### src/rtl/mux_serializer_seq.sv
// Load/stream sequencer wrapped around an external 16:1 mux: latches a word onto the
// mux inputs, walks the select, streams the returned bits and loop-checks them.
module mux_serializer_seq #(
  parameter bit MSB_FIRST = 1'b0
) (
  input  logic        clk,
  input  logic        rst_n,
  input  logic        load_valid,
  input  logic [15:0] load_data,
  output logic        load_ready,
  output logic [15:0] mux_in,
  output logic [3:0]  mux_sel,
  input  logic        mux_out,
  output logic        ser_valid,
  output logic        ser_data,
  output logic        ser_last,
  input  logic        ser_ready,
  input  logic        abort,
  input  logic        err_clr,
  output logic        err
);

  localparam int unsigned W  = 16;
  localparam int unsigned SW = 4;

  localparam logic [0:0] IDLE  = 1'b0;
  localparam logic [0:0] SHIFT = 1'b1;

  localparam logic [SW-1:0] FIRST_SEL = MSB_FIRST ? SW'(W - 1) : SW'(0);
  localparam logic [SW-1:0] LAST_SEL  = MSB_FIRST ? SW'(0) : SW'(W - 1);

  logic [0:0]    state, state_nx;
  logic [W-1:0]  shadow, shadow_nx;
  logic [W-1:0]  mux_in_nx;
  logic [SW-1:0] sel_nx;
  logic          err_nx;
  logic          load_ready_nx, ser_valid_nx, ser_last_nx;
  logic          accept, mismatch;

  // Returned mux bit goes straight out; select/inputs only move on load or accept.
  assign ser_data = mux_out;

  // State and output registers
  always_ff @(posedge clk or negedge rst_n) begin
    if (!rst_n) begin
      state      <= IDLE;
      mux_in     <= '0;
      shadow     <= '0;
      mux_sel    <= '0;
      err        <= 1'b0;
      load_ready <= 1'b1;
      ser_valid  <= 1'b0;
      ser_last   <= 1'b0;
    end else begin
      state      <= state_nx;
      mux_in     <= mux_in_nx;
      shadow     <= shadow_nx;
      mux_sel    <= sel_nx;
      err        <= err_nx;
      load_ready <= load_ready_nx;
      ser_valid  <= ser_valid_nx;
      ser_last   <= ser_last_nx;
    end
  end

  // Next-state, datapath and output decode
  always_comb begin
    state_nx  = state;
    mux_in_nx = mux_in;
    shadow_nx = shadow;
    sel_nx    = mux_sel;
    accept    = 1'b0;
    mismatch  = 1'b0;

    case (state)
      IDLE: begin
        if (load_valid) begin
          state_nx  = SHIFT;
          mux_in_nx = load_data;
          shadow_nx = load_data;
          sel_nx    = FIRST_SEL;
        end
      end
      SHIFT: begin
        accept   = ser_ready;
        mismatch = accept && (mux_out != shadow[mux_sel]);
        // abort wins over stepping and over the last-bit exit; select is frozen
        if (abort) begin
          state_nx = IDLE;
        end else if (accept) begin
          if (mux_sel == LAST_SEL) begin
            state_nx = IDLE;
          end else if (MSB_FIRST) begin
            sel_nx = mux_sel - SW'(1);
          end else begin
            sel_nx = mux_sel + SW'(1);
          end
        end
      end
      default: state_nx = IDLE;
    endcase

    // A new mismatch beats a simultaneous clear.
    err_nx        = mismatch | (err & ~err_clr);
    load_ready_nx = (state_nx == IDLE);
    ser_valid_nx  = (state_nx == SHIFT);
    ser_last_nx   = (state_nx == SHIFT) && (sel_nx == LAST_SEL);
  end

endmodule

### config.mk
export PLATFORM = sky130hd
export DESIGN_NAME = mux_serializer_seq
export DESIGN_NICKNAME = d
export VERILOG_FILES = /design/src/rtl/mux_serializer_seq.sv
export SDC_FILE = /design/constraint.sdc
export NUM_CORES = 1
export LEC_CHECK = 0
export CAP_MARGIN = 10
export CORE_ASPECT_RATIO = 0.7
export CORE_MARGIN = 10
export CORE_UTILIZATION = 30
export DETAILED_ROUTE_END_ITERATION = 10
export PLACE_DENSITY_LB_ADDON = 0.3
export SYNTH_ARGS = -nofsm -noshare
export SYNTH_HDL_FRONTEND = slang
export SYNTH_SLANG_ARGS = --single-unit
### constraint.sdc
create_clock -name clk -period 1.7 [get_ports clk]
set_input_delay 0.34 -clock clk [delete_from_list [all_inputs] [get_ports clk]]
set_output_delay 0.34 -clock clk [all_outputs]
set_load 0.05 [all_outputs]
==> flow_summary.toml <==
[status]
outcome = "finished with violations"
violations = "setup timing"

[die]
die_h_um = 72.56
fp.dieW_um = 95.08
num_io_pins = 48
core-area_sq_um = 3649
dieArea_sq_um = 6898
rows = 18
initial_core_util = 0.3244

[pwr]
p_per_area_nw_per_um2 = 1186
leakage_uw = 0.0008973
ir_drop_mv = 0.4404
power.total_uw = 2219

[finish]
syn2layout_area_growth_pct = 58.14
fillCellCount = 334
diodes = 0
utilization = 0.5130
final_net_count = 202
layout-drive-gt1-share = 0.2938
final_common_cell = "nand2_1"
final_cell_mix = "nand2_1 (50), buf_4 (27), clkdlybuf4s50_1 (22)"

[setup_path]
crit_path_top_delay_cell = "mux4_2"
critPathLaunchType = "register"
critPathCaptureType = "register"
path_class = "register to register"
worstPathMaxFanout = 5
required_ns = 1.84
worstPathCellList = "buf_12 > mux4_2 > o22ai_2 > o32ai_1 > or3_1"
critical_path.max_stage_delay_ns = 0.52
cp.arrival_ns = 1.99

[grt]
grt_start_max_net_pins = 25
globalRouteOverflowTotal = 0
grt_pass1_wl_um = 5706
grt_pass1_vias = 1141
antenna_found_initial = 0
grt_usage = 0.1036

[route]
ant_nets = 0
wl_um = 3497
vias_per_cell = 4.824
met3_length_um = 222
highest_layer = "met4"
wl_per_cell_um = 15.41
wirelength_met1_um = 1464
drt_first_iter_violations = 75
drc = 0
dr.pass1.iters = 6
vias = 1095
met2_length_um = 1777

[clock_network]
clockBufferDepth = 2
path_clk_slew_ns = 0.09
cts_made_buffers = 3
clock_sinks = 24
cts_tree = "done"
htreeDepth = 1
root_buffer = "clkbuf_8"
clk_latency_ns = 0.27

[timing]
hold_violations = 0
layout_setup_ws_ns = -0.1459
slew_headroom = 0.6931
finalCritPeriodShare = 1.086
rsz0062_at_grt = "true"
drv_slew = 0
fin_crit_ns = 1.846
tns_ns = -0.1459
setup_viol_count_final = 1
fin_skew_ns = 0.004521
max_freq_ghz = 0.5417
worst_pin_slew_ns = 0.4603

[place]
port_buffers = 47
place_worst_setup_slack_ns = -0.09093
place_congestion = 0.7714
hpwlAfterDp_um = 2706

[synthesis]
ys_seq_area_frac = 0.5085
netlist_area_sq_um = 1184
syn_avg_cell_area_sq_um = 9.702
synth_flop_cell = "dfrtp_1"
synth_cells = 122
synth_fp_nets = 146
synth_edf_count = 0
synth_seq_cells = 24
synth.distinct_cells = 37
async_flop_share = 1.000
ys_warn_count = 0

[worst_hold_path]
min_path_type = "input port to async pin"

[flow_run]
max_cap_violations = 0
## flip-flops by register name, indices dropped and copies added, names as in the netlist
register / flops
err: 1
load_ready: 1
mux_sel: 4
ser_last: 1
shadow: 16
state: 1
## report_power, final
part	leakage (uW)	internal (uW)	total [uW]	switching, uW
logic	0.000563	382	954	571
registers	0.000299	673	771	98.1
clock network	0.0000357	315	495	180
## per-stage QoR
stage | area (sq um) | cells | hold WS, ns
after CTS | 1818 | 223 | 0.4296
after global placement | 1747 | 219 | 0.4881
after global routing | 1872 | 227 | 0.4404
after detailed placement | 1747 | 219 | 0.4939
after floorplan | 1186 | 122 | 0.04441
final | 1872 | 227 | 0.4183
## layer usage
metal  track usage  vias up
met5             0        -
met1        0.1194      536
met4       0.02483        0
met3       0.03905        4
li1              -      524
met2        0.1774       31
## final timing paths
| check | start | end | slack [ns] | depth (start not counted) |
|---|---|---|---|---|
| max | mux_sel[0]$_DFF_PN0_ | err$_DFF_PN0_ | -0.15 | 5 |
| min | rst_n | shadow[5]$_DFFE_PN0P_ | 0.42 | 2 |
| max reg2reg | mux_sel[0]$_DFF_PN0_ | err$_DFF_PN0_ | -0.15 | 5 |
| min reg2reg | shadow[5]$_DFFE_PN0P_ | shadow[5]$_DFFE_PN0P_ | 0.51 | 2 |
| max in group asynchronous | rst_n | load_ready$_DFF_PN1_ | 0.99 | 2 |
| min in group clk | shadow[5]$_DFFE_PN0P_ | shadow[5]$_DFFE_PN0P_ | 0.51 | 2 |
## worst max-delay path, delay by kind of cell, from the launching register on
family          cells  cell delay (ns)
compound gates      2             0.30
mux                 1             0.52
flops               1             0.45
simple gates        1             0.33
buf+inv             1             0.13
## area by class of cell
class	count	area (sq um)	share of cell area
flip-flops and latches	24	604.3	0.3229
multi-input cells	88	535.5	0.2861
repair buffers	57	583.1	0.3115
clock buffers	3	41.29	0.02206
inverters	4	15.01	0.008021
clock inverters	1	30.03	0.01604
well taps	50	62.56	0.03342
## cells by family after synthesis
| group | Yosys count | synth area share |
|---|---|---|
| AO/OA/AOI/OAI | 13 | 0.08880 |
| flip-flops | 24 | 0.5085 |
| buffers and inverters | 10 | 0.04861 |
| multiplexers | 6 | 0.08456 |
| AND/OR/NAND/NOR | 68 | 0.2590 |
| adder cells (fa/ha/maj) | 1 | 0.01057 |
## synthesized netlist by cell type (2+ instances only)
library cell,n,share of area
o21ai_0,3,0.013
nand2_1,50,0.16
mux2_2,2,0.019
buf_6,2,0.019
nand2b_1,3,0.016
nand3b_1,2,0.013
dfrtp_1,23,0.49
mux4_2,3,0.057
nand3_1,3,0.013
inv_1,4,0.013
## timing repair
item / in CTS / in global routing
buffers inserted: 0 / 4
hold endpoints to repair: 0 / 0
pin swaps: 1 / 1
hold buffers: 0 / 0
setup endpoints to repair: 2 / 2
resized for setup: 0 / 4
No activity file was read; power rests on OpenSTA's default activity.
